===== src/rtl/comparator_monitor.sv =====
// Counts comparator flag classes, detects LT->EQ->GT crossings, flags non-one-hot samples (COMPARATOR_MONITOR_ONEHOT_CHECK_EN).
// Latency 1 clk on all outputs; no backpressure, a sample is taken on every enabled edge.
module comparator_monitor #(
    parameter int CNT_WIDTH = 8
) (
    input  logic                 clk,
    input  logic                 rst,
    input  logic                 sample_en,
    input  logic                 A_gt_B_reg,
    input  logic                 A_eq_B_reg,
    input  logic                 A_lt_B_reg,
    input  logic                 clear,
    output logic [CNT_WIDTH-1:0] gt_count,
    output logic [CNT_WIDTH-1:0] eq_count,
    output logic [CNT_WIDTH-1:0] lt_count,
    output logic                 cross_up,
    output logic [CNT_WIDTH-1:0] cross_count,
    output logic                 onehot_err
);

    typedef enum logic [1:0] {
        IDLE   = 2'd0,
        SAW_LT = 2'd1,
        SAW_EQ = 2'd2
    } state_t;

    localparam logic [CNT_WIDTH-1:0] CNT_ONE = {{(CNT_WIDTH-1){1'b0}}, 1'b1};

    state_t state_q, state_d;

    logic [CNT_WIDTH-1:0] gt_count_q, gt_count_d;
    logic [CNT_WIDTH-1:0] eq_count_q, eq_count_d;
    logic [CNT_WIDTH-1:0] lt_count_q, lt_count_d;
    logic [CNT_WIDTH-1:0] cross_count_q, cross_count_d;
    logic                 cross_up_q, cross_up_d;
    logic                 onehot_err_q, onehot_err_d;

    logic is_gt, is_eq, is_lt, bad_smp;
    logic cross_fire;

    function automatic logic [CNT_WIDTH-1:0] sat_inc(input logic [CNT_WIDTH-1:0] v);
        return (v == {CNT_WIDTH{1'b1}}) ? v : v + CNT_ONE;
    endfunction

    // Sample decode: strict one-hot when checking, otherwise priority gt > eq > lt.
    always_comb begin
        is_gt   = 1'b0;
        is_eq   = 1'b0;
        is_lt   = 1'b0;
        bad_smp = 1'b0;
        if (sample_en) begin
`ifdef COMPARATOR_MONITOR_ONEHOT_CHECK_EN
            case ({A_gt_B_reg, A_eq_B_reg, A_lt_B_reg})
                3'b100:  is_gt   = 1'b1;
                3'b010:  is_eq   = 1'b1;
                3'b001:  is_lt   = 1'b1;
                default: bad_smp = 1'b1;
            endcase
`else
            if (A_gt_B_reg)
                is_gt = 1'b1;
            else if (A_eq_B_reg)
                is_eq = 1'b1;
            else if (A_lt_B_reg)
                is_lt = 1'b1;
`endif
        end
    end

    always_ff @(posedge clk or posedge rst) begin
        if (rst)
            state_q <= IDLE;
        else
            state_q <= state_d;
    end

    always_comb begin
        state_d = state_q;
        if (clear || bad_smp) begin
            state_d = IDLE;
        end else begin
            case (state_q)
                IDLE:    if (is_lt) state_d = SAW_LT;
                SAW_LT: begin
                    if (is_eq)      state_d = SAW_EQ;
                    else if (is_gt) state_d = IDLE;
                end
                SAW_EQ: begin
                    if (is_lt)      state_d = SAW_LT;
                    else if (is_gt) state_d = IDLE;
                end
                default: state_d = IDLE;
            endcase
        end
    end

    always_comb begin
        cross_fire    = !clear && (state_q == SAW_EQ) && is_gt;
        gt_count_d    = gt_count_q;
        eq_count_d    = eq_count_q;
        lt_count_d    = lt_count_q;
        cross_count_d = cross_count_q;
        cross_up_d    = cross_fire;
        onehot_err_d  = onehot_err_q | bad_smp;
        if (clear) begin
            gt_count_d    = '0;
            eq_count_d    = '0;
            lt_count_d    = '0;
            cross_count_d = '0;
            onehot_err_d  = 1'b0;
        end else begin
            if (is_gt)      gt_count_d    = sat_inc(gt_count_q);
            if (is_eq)      eq_count_d    = sat_inc(eq_count_q);
            if (is_lt)      lt_count_d    = sat_inc(lt_count_q);
            if (cross_fire) cross_count_d = sat_inc(cross_count_q);
        end
    end

    always_ff @(posedge clk or posedge rst) begin
        if (rst) begin
            gt_count_q    <= '0;
            eq_count_q    <= '0;
            lt_count_q    <= '0;
            cross_count_q <= '0;
            cross_up_q    <= 1'b0;
            onehot_err_q  <= 1'b0;
        end else begin
            gt_count_q    <= gt_count_d;
            eq_count_q    <= eq_count_d;
            lt_count_q    <= lt_count_d;
            cross_count_q <= cross_count_d;
            cross_up_q    <= cross_up_d;
            onehot_err_q  <= onehot_err_d;
        end
    end

    assign gt_count    = gt_count_q;
    assign eq_count    = eq_count_q;
    assign lt_count    = lt_count_q;
    assign cross_count = cross_count_q;
    assign cross_up    = cross_up_q;
    assign onehot_err  = onehot_err_q;

endmodule


===== config.mk =====
export PLATFORM = sky130hd
export DESIGN_NAME = comparator_monitor
export DESIGN_NICKNAME = d
export VERILOG_FILES = /design/src/rtl/comparator_monitor.sv
export SDC_FILE = /design/constraint.sdc
export NUM_CORES = 1
export LEC_CHECK = 0
export CAP_MARGIN = 20
export CORE_AREA = 2 2 69 65
export DETAILED_ROUTE_END_ITERATION = 6
export DIE_AREA = 0 0 71 67
export PLACE_DENSITY = 0.77
export SYNTH_ARGS = -nofsm -noshare
export SYNTH_HDL_FRONTEND = slang
export SYNTH_SLANG_ARGS = --single-unit

===== constraint.sdc =====
create_clock -name clk -period 4.2 [get_ports clk]
set_input_delay 0.42 -clock clk [delete_from_list [all_inputs] [get_ports clk]]
set_output_delay 0.42 -clock clk [all_outputs]
set_load 0.02 [all_outputs]

* Word-level counts from Yosys, hierarchy flattened
Cells that the tools add are included.
** Storage, ports and cells
- Latch bits :: 0
- Memory bits (writable) :: 0
- Logic and storage cells :: 60
- Output and inout bits :: 34
- Memory bits (read-only) :: 0
- Register bits after elaboration :: 35
- Memories kept :: 0
- Input bits :: 7
** Cells by class
- Equality and inequality tests :: 11
- Reductions and logical operators :: 12
- Divide/modulo/power cells :: 0
- Order comparisons :: 0
- Multipliers :: 0
- Bitwise logic cells :: 0
- Multiplexer cells :: 27
- Add/subtract/negate cells :: 4
- Shift-type cells :: 0
** Operator list (count)
- 8-bit two-way mux :: 12
- 8-bit by 1-bit adder with 8-bit output (second input constant) :: 4
- 8-bit equality test (second input constant) :: 4
- 2-bit two-way mux :: 5
- 1-bit two-way mux :: 9
- 2-bit inequality test (second input constant) :: 4
- 2-bit AND reduction :: 4
- 2-bit nonzero test :: 4
- 2-bit case mux with 3 select lines :: 1
- 3-bit inequality test (second input constant) :: 1
- 2-bit by 1-bit equality test with 1-bit output (second input constant) :: 1
- 2-bit equality test (second input constant) :: 1
- 1-bit logical AND :: 2
- 2-bit logical NOT :: 1
- 1-bit logical NOT :: 1

* Depth between registers and ports, before layout
Gate-level depths: netlist of the first run.
- Depth in word-level cells :: 7
- Depth in mapped cells :: 5
- Gate-level depth less buffers :: 5

* Worst setup path after synthesis of the first run
OpenSTA, ideal clock, no wires.
- Path kind :: reg-to-reg
- Start point :: register gt_count_q[0], in the netlist gt_count[0]
- End point :: register gt_count_q[5], in the netlist gt_count[5]
- Arrival :: 1.644 ns
- Stages on the path, launching flop included :: 6
- Clock period less this slack :: 1.765 ns
- Setup slack :: 2.435 ns
- Cell sequence :: dfrtp_1 ha_1 and4_1 a211oi_1 a311oi_1 a41o_1
** On the way
- Longest elaborated chain between the ends :: 4
- Elaborated cells between the ends (all ways) :: 7
- Those cells by class :: 1 x add/sub; 2 x eq/ne; 3 x mux; 1 x reduce/logical
** RTL lines
- start, declared :: line 31 : logic [CNT_WIDTH-1:0] gt_count_q, gt_count_d;
- start signal, assigned :: line 128 : gt_count_q <= gt_count_d;
- 8-bit by 1-bit adder with 8-bit output :: line 42 : return (v == {CNT_WIDTH{1'b1}}) ? v : v + CNT_ONE;
- 8-bit two-way mux :: line 42
- 8-bit two-way mux :: line 112 : if (is_gt) gt_count_d = sat_inc(gt_count_q);
- 8-bit two-way mux :: line 105 : if (clear) begin
Parallel ways exist; a longest one is shown, timed or not. The select of a mux whose other input is x is not followed.
A chain may end at the register's enable or synchronous reset.

* Worst setup path after layout of the first run
- Start point :: input port clear
- End point :: register lt_count_q[1], in the netlist lt_count[1]
** On the way
- Longest elaborated chain between the ends :: 2
- Elaborated cells between the ends (all ways) :: 4
- Those cells by class :: 1 x eq/ne; 1 x mux; 2 x reduce/logical
** RTL lines
- start, declared :: line 12 : input logic clear,
- 2-bit inequality test (no line) or 2-bit nonzero test (tied branches)
- 2-bit AND reduction (no line)
- end signal, assigned :: line 130 : lt_count_q <= lt_count_d;
- end, declared :: line 33 : logic [CNT_WIDTH-1:0] lt_count_q, lt_count_d;
Parallel ways exist; a longest one is shown, timed or not.

==> impl_metrics.csv, run 1 <==
group,metric,value,unit
synth,synth_seq_cells,35,
outcome,outcome,"completed",
place,gp_congestion,0.815,
synth,syn_area_per_cell,9.54,um^2
layout,diodes,0,
sta,rsz0062_at_grt,"false",
die,ios,41,
drt,first_pass_iters,6,
die,dieWidth,71,um
worst_setup_path,worstPathMaxFanout,20,
global_route,grt_pass1_vias,1575,
clock_network,clk_pin_slew_worst_paths,0.07,ns
synth,syn_area,1950,um^2
layout,final_common_cell,"clkdlybuf4s50_1",
sta,holdWs,0.533,ns
synth,netlist_top_cells_area,"dfrtp_1 (45%), nor2_1 (5.6%), xor2_1 (4.1%)",
sta,tightest_slew,0.695,ns
place,dp_slack,1.64,ns
drt,drt-vias-per-instance,5.65,
synth,synth-edff-count,0,
clock_network,cts_tree,"built",
clock_network,cts_root_buffer,"clkbuf_8",
die,dieArea,4760,um^2
layout,layout.nets,256,
worst_setup_path,cp-end-kind,"register",
sta,slew_viol_final,0,
power_and_ir_drop,powerDensity,267,nW/um^2
place,place_area,2370,um^2
clock_network,h-tree-depth,2,
min_path,hp-class,"in2async",
drt,drc,0,
sta,fmax,441,MHz
worst_setup_path,start_kind,"input pin",
global_route,grt_max_degree,36,
clock_network,clkSinkCount,35,
synth,async_flop_share,100,%
sta,setup_viol,0,
layout,stdcell_count,294,
sta,max_slew_margin,53.5,%
drt,wl_per_cell,13.5,um
layout,area_growth_syn_to_layout,26.0,%
drt,totalWireLength,3980,um
place,placed_cells,286,
clock_network,clk_latency,0.28,ns
synth,ys.flop_type,"dfrtp_1",
synth,yosysUniqueCellTypes,42,
sta,clock_skew,0.00581,ns
clock_network,hold_buffers,0,
sta,hold_viol,0,
worst_setup_path,critPathRequiredTime,4.36,ns
clock_network,postCtsSetupRepairBufs,0,
clock_network,numCtsBuffers,5,
clock_network,cts_buffer_depth,2,
clock_network,ctsResizeCount,0,
layout,final_cell_mix,"clkdlybuf4s50_1 (39), dfrtp_1 (35), nor2_1 (29), nand2_1 (14), o21ai_0 (11)",
layout,num-fill-cells,331,
worst_setup_path,arrival,2.43,ns
die,initial_core_util,48.7,%
job,max_cap_violations,0,
synth,synthCells,204,
global_route,grt_pass1_wl,7120,um
power_and_ir_drop,ir_drop,289,uV
drt,drt-initial-drc-count,110,
layout,drive_gt1_share,7.72,%
global_route,track_usage,18.6,%
sta,fin_crit,2.27,ns
place,dp_hpwl,2830,um
synth,synth_top_area_share,45.0,%
worst_setup_path,critPathKind,"in2reg",
sta,finalCritPeriodShare,54.0,%
die,rows,22,
place,io_buffers,39,
synth,synth_fp_nets,215,
drt,vias,1661,
drt,antenna_left,0,
sta,final.setup.tns,0,ns
layout,final_area,2450,um^2
die,fp.dieH,67,um
global_route,antenna_found_initial,0,
global_route,grt_remaining_overflow,0,
power_and_ir_drop,p_leak,1.05,nW
die,core,3990,um^2
sta,setup_slack,1.93,ns
synth,yosysSeqAreaShare,45.0,%
synth,synth.largest_area_cell,"dfrtp_1",
synth,ys_warn_count,0,
-- sequential cells by signal, indices dropped and copies added, names as in the netlist --
name,flops
eq_count,8
state_q,2
cross_up,1
cross_count,8
gt_count,8
lt_count,8
-- critical path: stages --
cell and delay [ns]:
clkdlybuf4s50_1 0.76, nor3_1 0.64, a31o_2 0.26, mux2_2 0.34
-- power by group --
group | switching, W | internal (W)
combinational | 0.0000408 | 0.0000320
clock | 0.000115 | 0.000113
sequential | 0.00000963 | 0.000344
-- area by class of cell --
cell class	count	area (um^2)	area share, %
well taps	48	60.1	2.45
clock inverters	3	15.0	0.612
clock buffers	5	68.8	2.81
multi-input cells	153	993	40.5
inverters	9	33.8	1.38
repair buffers	41	405	16.5
flip-flops and latches	35	876	35.7
-- cells by family after synthesis --
| logic type | after synthesis | share of synthesized area [%] |
|---|---|---|
| simple gates | 86 | 23.4 |
| compound gates | 39 | 13.6 |
| flops | 35 | 45.0 |
| buf+inv | 16 | 3.92 |
| xor+xnor | 13 | 5.85 |
| mux | 10 | 5.40 |
| fa+ha+maj | 4 | 2.57 |
| other cells | 1 | 0.193 |
-- final timing paths --
kind                                                  from                          to  slack, ns  cells past startpoint
worst max-delay path                                 clear     lt_count[1]$_DFFE_PP0P_       1.93                      4
worst min-delay path                                   rst  cross_count[2]$_DFFE_PP0P_       0.53                      3
worst max register to register     gt_count[0]$_DFFE_PP0P_     gt_count[5]$_DFFE_PP0P_       2.38                      5
worst min register to register  cross_count[0]$_DFFE_PP0P_  cross_count[0]$_DFFE_PP0P_       0.53                      1
max in group asynchronous                              rst  cross_count[3]$_DFFE_PP0P_       3.36                      3
min in group clk                cross_count[0]$_DFFE_PP0P_  cross_count[0]$_DFFE_PP0P_       0.53                      1
-- cells in the mapped netlist (2+ instances only) --
cell type and count:
nor2b_1 3, a211oi_1 4, nand2_1 14, dfrtp_1 35, and4b_1 2, nand4_1 8
mux2i_1 6, o21ai_0 11, ha_1 4, and3_1 5, a21oi_1 7, and4_1 2
buf_4 2, nand3_1 8, a2111oi_0 3, nor3_1 2, mux2_2 4, or4_1 4
inv_1 9, or3_1 2, nor2_1 29, xor2_1 9, buf_1 2, o211ai_1 7
xnor2_1 4, o31ai_1 2
-- per-layer routing --
metal | GRT usage (%) | routed length, um | up-vias
met5 | 0 | 0 | -
met4 | 4.48 | 35 | 0
met3 | 4.39 | 137 | 5
met2 | 30.4 | 1900 | 27
met1 | 25.2 | 1910 | 806
li1 | - | - | 823
-- metrics by stage --
step                      utilization [%]  power [W]
after global routing                 61.4   0.000692
after CTS                            61.4   0.000665
after global placement               59.3   0.000432
final                                61.4   0.000655
after detailed placement             59.3   0.000433
after floorplan                         -   0.000404
Note: power is estimated with default switching activity, not from simulation.
==> inputs of run 2 (changes only) <==
==> constraint.sdc (replaced) <==
create_clock -name clk -period 2.1 [get_ports clk]
set_input_delay 0.21 -clock clk [delete_from_list [all_inputs] [get_ports clk]]
set_output_delay 0.21 -clock clk [all_outputs]
set_load 0.02 [all_outputs]
==> run 2 against run 1 <==
Effect of this change:
- critical path depth is the same
- highest routed layer unchanged
- final area increased by 2.1%
- largest cell class unchanged
- routed wire length decreased by 1.7%
- clock skew up 0.0029 ns
- critical endpoint unchanged
- first-iteration DRC count fell by 4.5%
- total power rose by 110%
- combinational power is 110% higher
==> impl_metrics.csv, run 2 (synthesized netlist as in run 1, its figures left out) <==
group,metric,value,unit
outcome,outcome,"completed",
power_and_ir_drop,powerDensity,544,nW/um^2
sta,final.setup.tns,0,ns
clock_network,h-tree-depth,2,
power_and_ir_drop,p_leak,1.06,nW
sta,setup_slack,0.230,ns
layout,drive_gt1_share,9.20,%
job,max_cap_violations,0,
global_route,grt_pass1_vias,1493,
drt,antenna_left,0,
sta,rsz0062_at_grt,"false",
min_path,hp-class,"in2async",
worst_setup_path,r2r-end,"lt_count[1]$_DFFE_PP0P_",
drt,drt-vias-per-instance,5.58,
layout,final_cell_mix,"clkdlybuf4s50_1 (39), dfrtp_1 (35), nor2_1 (29), nand2_1 (14), o21ai_0 (11)",
die,ios,41,
worst_setup_path,arrival,2.05,ns
die,rows,22,
global_route,grt_remaining_overflow,0,
clock_network,clkSinkCount,35,
worst_setup_path,cp-end-kind,"register",
drt,totalWireLength,3910,um
layout,diodes,0,
worst_setup_path,start_kind,"register",
place,gp_congestion,0.846,
drt,vias,1663,
worst_setup_path,reg2reg_slack,0.23,ns
sta,fmax,535,MHz
global_route,track_usage,17.8,%
worst_setup_path,critPathKind,"reg2reg",
sta,tightest_slew,0.650,ns
worst_setup_path,critPathRequiredTime,2.28,ns
clock_network,numCtsBuffers,5,
drt,routed.top_layer,"met4",
die,dieArea,4760,um^2
drt,first_pass_iters,4,
clock_network,ctsResizeCount,0,
worst_setup_path,ff2ff_path_depth,4,
drt,wl_met1,1850,um
drt,met3WireLength,187,um
clock_network,clk_pin_slew_worst_paths,0.08,ns
sta,clock_skew,0.00875,ns
sta,setup_viol,0,
clock_network,hold_buffers,0,
die,core,3990,um^2
sta,fin_crit,1.87,ns
drt,wl_per_cell,13.1,um
clock_network,clk_latency,0.30,ns
clock_network,cts_root_buffer,"clkbuf_8",
drt,route.met2.wl,1830,um
clock_network,cts_buffer_depth,2,
layout,layout.nets,260,
worst_setup_path,worstPathMaxFanout,6,
power_and_ir_drop,ir_drop,498,uV
clock_network,cts_tree,"built",
sta,max_slew_margin,56.4,%
place,dp_slack,0.133,ns
worst_setup_path,reg2reg_from,"lt_count[3]$_DFFE_PP0P_",
drt,drt-initial-drc-count,105,
place,io_buffers,39,
global_route,antenna_found_initial,0,
layout,final_common_cell,"clkdlybuf4s50_1",
place,dp_hpwl,2740,um
die,dieWidth,71,um
sta,hold_viol,0,
layout,area_growth_syn_to_layout,28.7,%
die,initial_core_util,48.7,%
global_route,grt_max_degree,42,
global_route,grt_pass1_wl,6670,um
die,fp.dieH,67,um
clock_network,postCtsSetupRepairBufs,0,
drt,drc,0,
sta,finalCritPeriodShare,89.0,%
sta,slew_viol_final,0,
-- run 2: critical path, cell delays in order (launching register included) --
cell	delay (ns)
dfrtp_1	0.44
nand4_1	0.17
nor3_1	0.54
a31o_2	0.27
mux2_2	0.33
-- run 2: final cells by class --
class                           count  area [um^2]
Sequential cell                    35          876
Tap cell                           48         60.1
Multi-Input combinational cell    153          993
Clock inverter                      3         23.8
Clock buffer                        5         68.8
Inverter                            9         33.8
Timing Repair Buffer               45          448
Fill cell                         333         1490
-- run 2: report_power, final --
group / switching (W) / internal, W / leakage, nW / total [W]
clock: 0.000267 / 0.000237 / 0.0408 / 0.000504
sequential: 0.0000189 / 0.000688 / 0.485 / 0.000707
combinational: 0.0000808 / 0.0000698 / 0.538 / 0.000151
total: 0.000367 / 0.000994 / 1.06 / 0.00136
-- run 2: worst max path at each step --
stage	startpoint	end	cells past startpoint
2_1_floorplan	gt_count[0]$_DFFE_PP0P_	gt_count[5]$_DFFE_PP0P_	5
3_5_place_dp	clear	lt_count[1]$_DFFE_PP0P_	4
4_1_cts	lt_count[3]$_DFFE_PP0P_	lt_count[1]$_DFFE_PP0P_	4
5_1_grt	lt_count[3]$_DFFE_PP0P_	lt_count[1]$_DFFE_PP0P_	4
3_3_place_gp	clear	lt_count[0]$_DFFE_PP0P_	4
6_report	lt_count[3]$_DFFE_PP0P_	lt_count[1]$_DFFE_PP0P_	4
-- run 2: metal layers --
layer	track usage [%]	up-vias
met5	0	-
met4	4.95	0
met3	5.60	4
met2	29.7	32
met1	22.3	799
li1	-	828
-- run 2: metrics by stage --
step | utilization (%) | hold slack, ns | instances | area [um^2] | power, W
finish | 62.7 | 0.301 | 298 | 2500 | 0.00136
global route | 62.7 | 0.372 | 298 | 2500 | 0.00143
CTS | 62.7 | 0.306 | 298 | 2500 | 0.00139
detailed placement | 60.4 | 0.532 | 290 | 2410 | 0.000872
global placement | 60.4 | 0.526 | 290 | 2410 | 0.000870
floorplan | - | 0.364 | 204 | 1950 | 0.000808
==> inputs of run 3 (changes only) <==
--- a/config.mk
+++ b/config.mk
@@ -5,11 +5,12 @@
 export SDC_FILE = /design/constraint.sdc
 export NUM_CORES = 1
 export LEC_CHECK = 0
-export CAP_MARGIN = 20
+export ABC_CLOCK_PERIOD_IN_PS = 2100
 export CORE_AREA = 2 2 69 65
 export DETAILED_ROUTE_END_ITERATION = 6
 export DIE_AREA = 0 0 71 67
 export PLACE_DENSITY = 0.77
+export SLEW_MARGIN = 20
 export SYNTH_ARGS = -nofsm -noshare
 export SYNTH_HDL_FRONTEND = slang
 export SYNTH_SLANG_ARGS = --single-unit
==> results of run 3 <==
Final layout, timing and power as in run 2 (identical DEF).
